`src/rtl/key_debouncer_pkg.sv`:
```
// Shared definitions for the key debouncer: per-bit FSM state encoding and default filter length.
// No datapath; constants only.
package key_pkg;

  typedef enum logic [1:0] {
    ST_REL_STABLE   = 2'd0,
    ST_PRESS_WAIT   = 2'd1,
    ST_PRS_STABLE   = 2'd2,
    ST_RELEASE_WAIT = 2'd3
  } key_state_e;

  // 10 ms at 50 MHz
  localparam int DEFAULT_DEBOUNCE_CYCLES = 500000;

endpackage

```
`src/rtl/key_debounce_cell.sv`:
```
// One key: 2-flop synchroniser, polarity normalise, debounce FSM; optional release pulse (KEY_DEBOUNCE_RELEASE_PULSE_EN).
// Latency: 2 + DEBOUNCE_CYCLES clk edges from raw change to registered level/pulse.
// No backpressure: outputs are free-running levels and single-cycle pulses.
module key_debounce_cell
  import key_pkg::*;
#(
  parameter int DEBOUNCE_CYCLES = DEFAULT_DEBOUNCE_CYCLES,
  parameter int ACTIVE_LOW      = 1
) (
  input  logic clk,
  input  logic rst,
  input  logic key_raw,
  output logic key_level,
  output logic key_press
`ifdef KEY_DEBOUNCE_RELEASE_PULSE_EN
  ,
  output logic key_release
`endif
);

  localparam int            CW       = $clog2(DEBOUNCE_CYCLES + 1);
  localparam logic [CW-1:0] CNT_LAST = CW'(DEBOUNCE_CYCLES - 1);
  localparam logic [CW-1:0] CNT_ONE  = CW'(1);
  localparam logic          REL_LVL  = (ACTIVE_LOW != 0);

  logic          sync1_q, sync2_q;
  logic          s;
  key_state_e    state_q, state_d;
  logic [CW-1:0] cnt_q, cnt_d;
  logic          level_q, level_d;
  logic          press_q, press_d;
`ifdef KEY_DEBOUNCE_RELEASE_PULSE_EN
  logic          release_q, release_d;
`endif

  assign s = sync2_q ^ REL_LVL;

  always_comb begin
    state_d = state_q;
    cnt_d   = cnt_q;
    level_d = level_q;
    press_d = 1'b0;
`ifdef KEY_DEBOUNCE_RELEASE_PULSE_EN
    release_d = 1'b0;
`endif
    case (state_q)
      ST_REL_STABLE: begin
        cnt_d = '0;
        if (s) begin
          // A single-cycle filter accepts the change on the first differing sample
          if (DEBOUNCE_CYCLES == 1) begin
            state_d = ST_PRS_STABLE;
            level_d = 1'b1;
            press_d = 1'b1;
          end else begin
            state_d = ST_PRESS_WAIT;
            cnt_d   = CNT_ONE;
          end
        end
      end
      ST_PRESS_WAIT: begin
        if (!s) begin
          state_d = ST_REL_STABLE;
          cnt_d   = '0;
        end else if (cnt_q == CNT_LAST) begin
          state_d = ST_PRS_STABLE;
          cnt_d   = '0;
          level_d = 1'b1;
          press_d = 1'b1;
        end else begin
          cnt_d = cnt_q + CNT_ONE;
        end
      end
      ST_PRS_STABLE: begin
        cnt_d = '0;
        if (!s) begin
          if (DEBOUNCE_CYCLES == 1) begin
            state_d = ST_REL_STABLE;
            level_d = 1'b0;
`ifdef KEY_DEBOUNCE_RELEASE_PULSE_EN
            release_d = 1'b1;
`endif
          end else begin
            state_d = ST_RELEASE_WAIT;
            cnt_d   = CNT_ONE;
          end
        end
      end
      ST_RELEASE_WAIT: begin
        if (s) begin
          state_d = ST_PRS_STABLE;
          cnt_d   = '0;
        end else if (cnt_q == CNT_LAST) begin
          state_d = ST_REL_STABLE;
          cnt_d   = '0;
          level_d = 1'b0;
`ifdef KEY_DEBOUNCE_RELEASE_PULSE_EN
          release_d = 1'b1;
`endif
        end else begin
          cnt_d = cnt_q + CNT_ONE;
        end
      end
      default: begin
        state_d = ST_REL_STABLE;
        cnt_d   = '0;
        level_d = 1'b0;
      end
    endcase
  end

  always_ff @(posedge clk) begin
    if (rst) begin
      sync1_q <= REL_LVL;
      sync2_q <= REL_LVL;
      state_q <= ST_REL_STABLE;
      cnt_q   <= '0;
      level_q <= 1'b0;
      press_q <= 1'b0;
`ifdef KEY_DEBOUNCE_RELEASE_PULSE_EN
      release_q <= 1'b0;
`endif
    end else begin
      sync1_q <= key_raw;
      sync2_q <= sync1_q;
      state_q <= state_d;
      cnt_q   <= cnt_d;
      level_q <= level_d;
      press_q <= press_d;
`ifdef KEY_DEBOUNCE_RELEASE_PULSE_EN
      release_q <= release_d;
`endif
    end
  end

  assign key_level = level_q;
  assign key_press = press_q;
`ifdef KEY_DEBOUNCE_RELEASE_PULSE_EN
  assign key_release = release_q;
`endif

endmodule

```
`src/rtl/key_debouncer.sv`:
```
// WIDTH independent debounced keys; key_release exists only with KEY_DEBOUNCE_RELEASE_PULSE_EN.
// Latency: 2 + DEBOUNCE_CYCLES clk edges, all outputs registered.
// No backpressure: level outputs and single-cycle pulses.
module key_debouncer
  import key_pkg::*;
#(
  parameter int WIDTH           = 2,
  parameter int DEBOUNCE_CYCLES = DEFAULT_DEBOUNCE_CYCLES,
  parameter int ACTIVE_LOW      = 1
) (
  input  logic             clk,
  input  logic             rst,
  input  logic [WIDTH-1:0] key_raw,
  output logic [WIDTH-1:0] key_level,
  output logic [WIDTH-1:0] key_press
`ifdef KEY_DEBOUNCE_RELEASE_PULSE_EN
  ,
  output logic [WIDTH-1:0] key_release
`endif
);

  if (WIDTH < 1) begin : g_bad_width
    $error("key_debouncer: WIDTH must be >= 1");
  end
  if (DEBOUNCE_CYCLES < 1) begin : g_bad_cycles
    $error("key_debouncer: DEBOUNCE_CYCLES must be >= 1");
  end
  if (ACTIVE_LOW != 0 && ACTIVE_LOW != 1) begin : g_bad_pol
    $error("key_debouncer: ACTIVE_LOW must be 0 or 1");
  end

  for (genvar i = 0; i < WIDTH; i++) begin : g_cell
    key_debounce_cell #(
      .DEBOUNCE_CYCLES (DEBOUNCE_CYCLES),
      .ACTIVE_LOW      (ACTIVE_LOW)
    ) u_cell (
      .clk         (clk),
      .rst         (rst),
      .key_raw     (key_raw[i]),
      .key_level   (key_level[i]),
      .key_press   (key_press[i])
`ifdef KEY_DEBOUNCE_RELEASE_PULSE_EN
      ,
      .key_release (key_release[i])
`endif
    );
  end

endmodule
```
`config.mk`:
```
export PLATFORM = sky130hd
export DESIGN_NAME = key_debouncer
export DESIGN_NICKNAME = d
export VERILOG_FILES = /design/src/rtl/key_debouncer_pkg.sv /design/src/rtl/key_debounce_cell.sv /design/src/rtl/key_debouncer.sv
export SDC_FILE = /design/constraint.sdc
export NUM_CORES = 1
export LEC_CHECK = 0
export CORE_MARGIN = 2
export CORE_UTILIZATION = 25
export DETAILED_ROUTE_END_ITERATION = 10
export DONT_BUFFER_PORTS = 1
export PLACE_DENSITY = 0.43
export SYNTH_ARGS = -nofsm -noshare
export SYNTH_HDL_FRONTEND = slang
export SYNTH_SLANG_ARGS = --single-unit
```
`constraint.sdc`:
```
create_clock -name clk -period 2.72 [get_ports clk]
set_input_delay 0.544 -clock clk [delete_from_list [all_inputs] [get_ports clk]]
set_output_delay 0.544 -clock clk [all_outputs]
set_load 0.005 [all_outputs]
```
==> metrics.csv, run 1 <==
metric,value,unit
Die Area,0.00965,mm2
CP Launch Point,g_cell[1].u_cell.cnt_q[7]$_SDFF_PP0_,
CTS tree,yes,
vias in the first global route,1497,
r2r setup slk,0.54,ns
Critical Path RT,2.90,ns
Finish-stage setup viols,0,
ys flop type,dfxtp_1,
hold_buf cts,0,
clock sinks,50,
drt total wl,4090,um
last element of the critical path,g_cell[1].u_cell.cnt_q[10]$_SDFF_PP0_,
Total GRT Usage,8.99,%
H-tree levels,2,
CTS clock-pin slew for the worst setup and hold paths,0.11,ns
simple-gate share of the synthesized area,27.8,%
Final Wtd Congestion,0.719,
Setup Skew,0.0147,ns
Worst slew margin,59.8,%
Port Buffers,0,
Compound-Gate Fraction of Synth Area,10.4,%
syn nets,255,
Critical Path Start Type,flop,
"critical path fanouts, max",18,
Hold Crit Class,input pin to flop,
DRT iter0 DRCs,89,
pin count of the biggest net entering global routing,19,
DRC,0,
wire length of the first global-routing pass,7040,um
Die Height,98.3,um
Worst Path Arrival,2.36,ns
"EDFF count, synth",0,
post-cts sizing count,0,
Final HPWL DP,2850,um
Synthesis Warnings,0,
DRT Pass-1 Iters,4,
R2R Path End,g_cell[1].u_cell.cnt_q[10]$_SDFF_PP0_,
RSZ-0062 raised after global routing,false,
initial core utilization,25.6,%
XOR/XNOR Fraction of Synth Area,10.6,%
fin nets,252,
Highest Clock Rate,0.460,GHz
Max Slew Vio Count,0,
Mapped Cells,249,
Wirelength per Cell,11.5,um
number of vias per cell,4.55,
synthesized area,0.00222,mm2
Max-Cap Viols,0,
Switching Power,0.000281,W
largest family of logic cells by synthesized area,simple AND/OR/NAND/NOR gates,
asr flop ratio synth,0,%
mux share of post-synthesis cell area,0,%
Layout Area Growth over Synthesis,8.56,%
Period minus WS final,2.18,ns
sequential power share,57.0,%
P_int,0.00103,W
Sw Ratio,21.5,%
Comb power frac,1.3,%
Cell Pwr Density,543,mW/mm2
Final Hold Vio Count,0,
actual slew at the worst max-slew pin,0.597,ns
clk buf depth,2,
Die W,98.3,um
Core Region,0.00868,mm2
ANT nets after route,0,
R2R cell count,4,
diode count,0,
Vias,1617,
CP Capture Type,flop,
Clock power frac,41.7,%
fraction of layout cells with a size suffix above 1,9.31,%
outcome,finished clean,
Synth Register Bits,50,
adder-cell area share of the yosys netlist,1.13,%
Final period util,80.0,%
Cell variety after synth,40,
syn avg cell area,8.92,um2
I/O pins,8,
Post CTS Setup Buffer Count,0,
"Seq/Total Area, Yosys",45.1,%
crit path kind,flop to flop,
reg-to-reg startpoint,g_cell[1].u_cell.cnt_q[7]$_SDFF_PP0_,
initial antenna violation count,0,
Clock Latency Late Sink,0.31,ns
"Core Util, Final",27.8,%
WHS Path Cells,1,
num rows,34,
Max IR drop VDD,222,uV
CTS root buffer,clkbuf_8,
Fin Setup TNS,0,ns
leakage power total,0.676,nW
total gr overflow,0,
Num CTS Buffers,5,
-- final cells by class --
type | count | area, um2
flip-flops and latches | 50 | 1000
well taps | 108 | 135
multi-input cells | 178 | 1110
inverters | 9 | 33.8
fillers | 929 | 6270
clock buffers | 5 | 68.8
repair buffers | 2 | 15.0
clock inverters | 3 | 47.5
-- worst max-delay path: stages, from the launching register on --
cell      delay [ns]
dfxtp_1         0.37
or4b_1          0.50
or4_4           0.58
o211ai_4        0.48
nor2_1          0.11
-- state kept, by name (all words and copies together) (netlist names), named ones only --
signal / flops
g_cell.u_cell.cnt_q: 38
g_cell.u_cell.key_level: 2
g_cell.u_cell.key_press: 2
g_cell.u_cell.state_q: 2
g_cell.u_cell.sync1_q: 2
g_cell.u_cell.sync2_q: 2
-- logic make-up after synthesis --
logic type	Yosys count
AOI/OAI and AO/OA	34
xor gates and xnor gates	27
adders and majority gates	2
buffers and inverters	21
DFF	50
and+or+nand+nor	115
-- power groups by stage --
stage	logic (W)	clock network (W)	registers, W
after floorplan	0.0000227	0	0.000761
after global placement	0.0000170	0	0.000764
after detailed placement	0.0000171	0	0.000764
after CTS	0.0000173	0.000576	0.000747
after global routing	0.0000199	0.000596	0.000748
final	0.0000170	0.000547	0.000747
-- metal layers --
metal  wire, um  GRT usage, %  vias to the layer above
met5          0             0                        -
met3        143          3.22                        6
met2       1700          13.2                       15
li1           -             -                      870
met1       2170          12.1                      726
met4         75          3.48                        0
-- synth_stat cells, drive strengths merged (4+ instances only) --
cell type	instances	share of area (%)
a21oi	12	2.7
and4	4	1.6
buf	8	2.8
clkbuf	4	0.68
dfxtp	50	45
inv	9	1.5
nand2	12	2.0
nand3	12	2.7
nand4	12	3.4
nor2	35	5.9
nor3	9	2.0
nor4	6	1.7
o21ai	6	1.4
or2	5	1.4
or3	6	1.7
or4	6	2.2
xnor2	16	6.3
xor2	11	4.3
-- cells in the final DEF, fill, tap and decap left out, types with 2 or more instances in the layout --
| cell type | count |
|---|---|
| or4_1 | 5 |
| or4bb_1 | 2 |
| a31oi_1 | 2 |
| a211oi_1 | 2 |
| xor2_1 | 11 |
| inv_1 | 9 |
| dfxtp_1 | 50 |
| nand4_1 | 12 |
| o21ai_0 | 6 |
| nor2_1 | 35 |
| buf_4 | 2 |
| a211o_1 | 2 |
| nor4_1 | 6 |
| nand3_1 | 12 |
| xnor2_1 | 16 |
| a21oi_1 | 12 |
| a21o_1 | 2 |
| a31o_2 | 2 |
| nand2_1 | 12 |
| and4_1 | 3 |
| clkbuf_8 | 5 |
| ha_1 | 2 |
| or3_1 | 6 |
| nor3_1 | 9 |
| or2_2 | 5 |
| o31ai_1 | 2 |
-- worst min-delay path by stage --
stage	from	endpoint	slack, ns
global placement	g_cell[0].u_cell.sync1_q$_SDFF_PP1_	g_cell[0].u_cell.sync2_q$_SDFF_PP1_	0.40
CTS	rst	g_cell[1].u_cell.key_level$_SDFFE_PP0P_	0.27
finish	rst	g_cell[1].u_cell.key_level$_SDFFE_PP0P_	0.28
global route	rst	g_cell[1].u_cell.key_level$_SDFFE_PP0P_	0.26
detailed placement	g_cell[1].u_cell.sync1_q$_SDFF_PP1_	g_cell[1].u_cell.sync2_q$_SDFF_PP1_	0.41
floorplan	g_cell[0].u_cell.sync1_q$_SDFF_PP1_	g_cell[0].u_cell.sync2_q$_SDFF_PP1_	0.39
-- stage by stage --
stage	total power [W]	hold slack, ns	setup slack (ns)	cells	area (um2)
global route	0.00136	0.261	0.428	355	2410
finish	0.00131	0.282	0.544	355	2410
CTS	0.00134	0.269	0.529	355	2410
floorplan	0.000784	0.389	0.669	249	2220
global placement	0.000781	0.400	0.572	347	2290
detailed placement	0.000781	0.405	0.542	347	2290
Note: power is estimated with default switching activity, not from simulation.
==> run 2: changes to the inputs <==
--- a/config.mk
+++ b/config.mk
@@ -9,7 +9,7 @@
 export CORE_UTILIZATION = 25
 export DETAILED_ROUTE_END_ITERATION = 10
 export DONT_BUFFER_PORTS = 1
-export PLACE_DENSITY = 0.43
+export PLACE_DENSITY = 0.45
 export SYNTH_ARGS = -nofsm -noshare
 export SYNTH_HDL_FRONTEND = slang
 export SYNTH_SLANG_ARGS = --single-unit
==> constraint.sdc (replaced) <==
create_clock -name clk -period 1.8 [get_ports clk]
set_input_delay 0.36 -clock clk [delete_from_list [all_inputs] [get_ports clk]]
set_output_delay 0.36 -clock clk [all_outputs]
set_load 0.005 [all_outputs]
==> metrics.csv, run 2 (synthesized netlist as in run 1, its figures left out) <==
metric,value,unit,change
Critical Path RT,2.05,ns,-0.85 ns
P_int,0.00144,W,+40%
wire length of the first global-routing pass,7580,um,+7.7%
CP Capture Type,flop,,
Highest Clock Rate,0.500,GHz,+8.8%
Final Hold Vio Count,0,,unchanged
Worst Path Arrival,2.25,ns,-0.11 ns
"critical path fanouts, max",7,,-11
initial antenna violation count,0,,unchanged
Die W,98.3,um,unchanged
Worst slew margin,77.7,%,+18 points
Sw Ratio,22.1,%,+0.65 points
drt total wl,4480,um,+9.6%
fin nets,294,,+17%
Final period util,111,%,+31 points
CTS tree,yes,,
dpl cells,388,,+12%
Die Area,0.00965,mm2,unchanged
Fin Setup TNS,-3.31,ns,-3.31 ns
leakage power total,0.903,nW,+34%
RSZ-0062 raised after global routing,true,,
failing checks,setup timing,,
CTS clock-pin slew for the worst setup and hold paths,0.10,ns,about the same
Setup Skew,0.00812,ns,-0.00659 ns
H-tree levels,2,,unchanged
diode count,0,,unchanged
crit path kind,flop to flop,,
worst setup margin,-0.200,ns,-0.744 ns
sequential power share,60.8,%,+3.8 points
Max Slew Vio Count,0,,unchanged
Comb power frac,1.5,%,+0.2 points
Max IR drop VDD,282,uV,+27%
CTS root buffer,clkbuf_8,,
Wirelength per Cell,11.3,um,-2.0%
I/O pins,8,,unchanged
DRT iter0 DRCs,62,,-30%
Clock power frac,37.7,%,-4.0 points
number of vias per cell,4.57,,+0.31%
pin count of the biggest net entering global routing,19,,unchanged
Finish-stage setup viols,23,,+23
clock sinks,50,,unchanged
Finished Layout Cells,397,,+12%
Period minus WS final,2.00,ns,-0.176 ns
Layout Area Growth over Synthesis,24.6,%,
DRC,0,,unchanged
Critical Path Start Type,flop,,
hold_buf cts,0,,unchanged
crit-path cells,or4b_1 > or4_4 > or3_1 > a21oi_1,,
Slowest cell on crit path,or4_4,,
ANT nets after route,0,,unchanged
DRT Pass-1 Iters,4,,unchanged
r2r setup slk,-0.20,ns,-0.74 ns
Die Height,98.3,um,unchanged
outcome,"complete, but fails checks",,
Core Region,0.00868,mm2,unchanged
clk buf depth,2,,unchanged
Final Wtd Congestion,0.751,,+4.4%
Vias,1814,,+12%
fraction of layout cells with a size suffix above 1,23.9,%,+15 points
Final HPWL DP,3210,um,+12%
total gr overflow,0,,unchanged
Num CTS Buffers,5,,unchanged
Hold Crit Class,input pin to flop,,
initial core utilization,25.6,%,unchanged
Clock Latency Late Sink,0.31,ns,about the same
num rows,34,,unchanged
Max-Cap Viols,0,,unchanged
actual slew at the worst max-slew pin,0.331,ns,-0.266 ns
fill cell count,906,,-2.5%
Switching Power,0.000410,W,+46%
Port Buffers,0,,unchanged
Total GRT Usage,9.63,%,+0.64 points
vias in the first global route,1642,,+9.7%
"leading cell type in the layout, fill and taps excluded",dfxtp_1,,
most frequent cells in the layout,"dfxtp_1, buf_4, nor2_1",,
Cell Pwr Density,670,mW/mm2,+23%
largest reg by FF count,g_cell.u_cell.cnt_q,,
max incr delay on CP,0.59,ns,about the same
number of flip-flops under the largest register name,38,,unchanged
## run 2: stage by stage
step | setup WS, ns | util, % | power (W) | hold WS, ns | area [um2]
2_1_floorplan | -0.219 | - | 0.00118 | 0.389 | 2250
6_report | -0.200 | 31.9 | 0.00185 | 0.106 | 2770
4_1_cts | -0.192 | 31.6 | 0.00189 | 0.0974 | 2740
3_5_place_dp | -0.169 | 30.5 | 0.00118 | 0.401 | 2640
3_3_place_gp | -0.142 | 30.5 | 0.00118 | 0.402 | 2640
5_1_grt | -0.265 | 31.9 | 0.00195 | 0.0857 | 2770
## run 2: final timing paths
kind                                         startpoint                                 endpoint  depth (start not counted)
hold reg to reg     g_cell[1].u_cell.sync1_q$_SDFF_PP1_      g_cell[1].u_cell.sync2_q$_SDFF_PP1_                          1
setup reg to reg  g_cell[1].u_cell.cnt_q[14]$_SDFF_PP0_                                     flop                          4
hold / removal                                      rst  g_cell[1].u_cell.key_level$_SDFFE_PP0P_                          1
setup / recovery  g_cell[1].u_cell.cnt_q[14]$_SDFF_PP0_                                     flop                          4
## run 2: final cells by class
cell class	instances	area (um2)	area share (%)
repair buffers	44	355	12.8
clock buffers	6	82.6	2.98
flip-flops and latches	50	1000	36.2
well taps	108	135	4.88
multi-input cells	178	1150	41.4
clock inverters	2	12.5	0.452
inverters	9	33.8	1.22
## run 2: per-layer routing
layer / GRT usage, % / up-vias / share of wire [%]
li1: - / 953 / -
met1: 12.8 / 842 / 52
met2: 14.6 / 14 / 43
met3: 2.79 / 5 / 2.7
met4: 4.21 / 0 / 1.6
met5: 0 / - / 0
## run 2: power by group through the flow
stage          sequential (W)  combinational [W]  clock (W)
5_1_grt               0.00113          0.0000316   0.000785
4_1_cts               0.00113          0.0000278   0.000732
6_report              0.00113          0.0000279   0.000699
3_5_place_dp          0.00115          0.0000277          0
2_1_floorplan         0.00115          0.0000345          0
3_3_place_gp          0.00115          0.0000274          0
## run 2: critical path: cells and delay by family (launching register included)
kind | cells | cell delay [ns]
AOI/OAI and AO/OA | 1 | 0.12
and+or+nand+nor | 3 | 1.50
DFF | 1 | 0.32
## run 2: what timing repair did
item	4_1_cts	5_1_grt
setup buffers	0	1
pin swaps	0	1
resized for setup	0	3
endpoints found under the setup margin	22	25
==> run 3: changes to the inputs <==
--- a/config.mk
+++ b/config.mk
@@ -9,7 +9,7 @@
 export CORE_UTILIZATION = 25
 export DETAILED_ROUTE_END_ITERATION = 10
 export DONT_BUFFER_PORTS = 1
-export PLACE_DENSITY = 0.45
+export PLACE_DENSITY = 0.43
 export SYNTH_ARGS = -nofsm -noshare
 export SYNTH_HDL_FRONTEND = slang
 export SYNTH_SLANG_ARGS = --single-unit
==> constraint.sdc (replaced) <==
create_clock -name clk -period 2.1 [get_ports clk]
set_input_delay 0.42 -clock clk [delete_from_list [all_inputs] [get_ports clk]]
set_output_delay 0.42 -clock clk [all_outputs]
set_load 0.005 [all_outputs]
==> metrics.csv, run 3 (synthesized netlist as in run 1, its figures left out) <==
metric,value,unit,change
Comb power frac,1.4,%,about the same
leakage power total,0.774,nW,-14%
CTS tree,yes,,
Layout Area Growth over Synthesis,15.2,%,
clk buf depth,2,,unchanged
fin nets,272,,-7.5%
Die Area,0.00965,mm2,unchanged
diode count,0,,unchanged
Final period util,96.4,%,-15 points
"Core Util, Final",29.5,%,-2.4 points
hold_buf cts,0,,unchanged
Vias,1689,,-6.9%
Clock power frac,37.7,%,about the same
most frequent cells in the layout,"dfxtp_1, nor2_1, buf_4",,
Final Hold Vio Count,0,,unchanged
clock sinks,50,,unchanged
Cell Pwr Density,621,mW/mm2,-7.3%
Period minus WS final,2.02,ns,+0.0235 ns
Max IR drop VDD,208,uV,-26%
Die Height,98.3,um,unchanged
pin count of the biggest net entering global routing,19,,unchanged
H-tree levels,2,,unchanged
Die W,98.3,um,unchanged
Port Buffers,0,,unchanged
Core Region,0.00868,mm2,unchanged
outcome,finished clean,,
Clock Latency Late Sink,0.30,ns,about the same
ANT nets after route,0,,unchanged
DRT Pass-1 Iters,4,,unchanged
I/O pins,8,,unchanged
DRT iter0 DRCs,44,,-29%
"leading cell type in the layout, fill and taps excluded",dfxtp_1,,
initial core utilization,25.6,%,unchanged
Finish-stage setup viols,0,,-100%
Critical Path RT,2.34,ns,+0.29 ns
num rows,34,,unchanged
worst-case hold slack,0.172,ns,+0.0654 ns
Max-Cap Viols,0,,unchanged
Worst Path Arrival,2.26,ns,about the same
crit path kind,flop to flop,,
Total GRT Usage,9.54,%,-0.086 points
Sw Ratio,21.7,%,-0.41 points
"critical path fanouts, max",7,,unchanged
Max Slew Vio Count,0,,unchanged
Critical Path Start Type,flop,,
Wirelength per Cell,11.3,um,+0.34%
Pwr Total,0.00159,W,-14%
CTS root buffer,clkbuf_8,,
Final HPWL DP,3100,um,-3.4%
total gr overflow,0,,unchanged
DRC,0,,unchanged
Switching Power,0.000345,W,-16%
RSZ-0062 raised after global routing,false,,
wire length of the first global-routing pass,7620,um,+0.54%
largest reg by FF count,g_cell.u_cell.cnt_q,,
Num CTS Buffers,5,,unchanged
Setup Skew,0.0124,ns,+0.00424 ns
Hold Crit Class,input pin to flop,,
initial antenna violation count,0,,unchanged
drt total wl,4250,um,-5.2%
number of flip-flops under the largest register name,38,,unchanged
Final Wtd Congestion,0.794,,+5.8%
CTS clock-pin slew for the worst setup and hold paths,0.10,ns,about the same
Fin Setup TNS,0,ns,+3.31 ns
fraction of layout cells with a size suffix above 1,16.5,%,-7.4 points
P_int,0.00124,W,-14%
number of vias per cell,4.50,,-1.4%
CP Capture Type,flop,,
Highest Clock Rate,0.494,GHz,-1.2%
Worst slew margin,77.2,%,-0.51 points
actual slew at the worst max-slew pin,0.339,ns,+0.00752 ns
vias in the first global route,1639,,-0.18%
sequential power share,60.9,%,about the same
## run 3: power groups by stage
stage                      logic, W  registers, W  clock network, W
final                     0.0000223      0.000967          0.000598
after global routing      0.0000263      0.000970          0.000665
after CTS                 0.0000226      0.000968          0.000628
after detailed placement  0.0000223      0.000990                 0
after global placement    0.0000225      0.000990                 0
after floorplan           0.0000294      0.000986                 0
## run 3: what timing repair did
action,in CTS,in global routing
endpoints found under the setup margin,0,1
endpoints found under the hold margin,0,0
setup buffers,0,2
resized for setup,0,1
## run 3: cell type report
class | instances | area (um2)
repair buffers | 22 | 178
multi-input cells | 178 | 1110
clock buffers | 6 | 82.6
well taps | 108 | 135
inverters | 9 | 33.8
clock inverters | 2 | 16.3
flip-flops and latches | 50 | 1000
fillers | 942 | 6120
## run 3: worst max-delay path: stages (launching register included)
cell	delay [ns]
dfxtp_2	0.33
or4b_1	0.52
or4_4	0.60
or3_1	0.40
a31oi_1	0.12
## run 3: per-layer routing
metal  vias to the layer above  wire, um  GRT usage (%)
li1                        908         -              -
met1                       762      2280           13.4
met2                        15      1800           14.1
met3                         4       129           2.72
met4                         0        38           3.16
met5                         -         0              0
## run 3: final timing paths
path | start | endpoint | slack [ns] | depth (start not counted)
worst min-delay path | rst | g_cell[1].u_cell.key_level$_SDFFE_PP0P_ | 0.17 | 1
worst max-delay path | g_cell[1].u_cell.cnt_q[14]$_SDFF_PP0_ | g_cell[1].u_cell.key_level$_SDFFE_PP0P_ | 0.08 | 4
worst min register to register | g_cell[1].u_cell.sync1_q$_SDFF_PP1_ | g_cell[1].u_cell.sync2_q$_SDFF_PP1_ | 0.42 | 1
worst max register to register | g_cell[1].u_cell.cnt_q[14]$_SDFF_PP0_ | g_cell[1].u_cell.key_level$_SDFFE_PP0P_ | 0.08 | 4
## run 3: metrics by stage
stage / std cells / cell area, um2 / setup WS (ns)
floorplan: 249 / 2220 / 0.0489
global placement: 365 / 2440 / 0.101
detailed placement: 365 / 2440 / 0.0821
CTS: 373 / 2540 / 0.0645
global route: 375 / 2560 / 0.0159
finish: 375 / 2560 / 0.0764
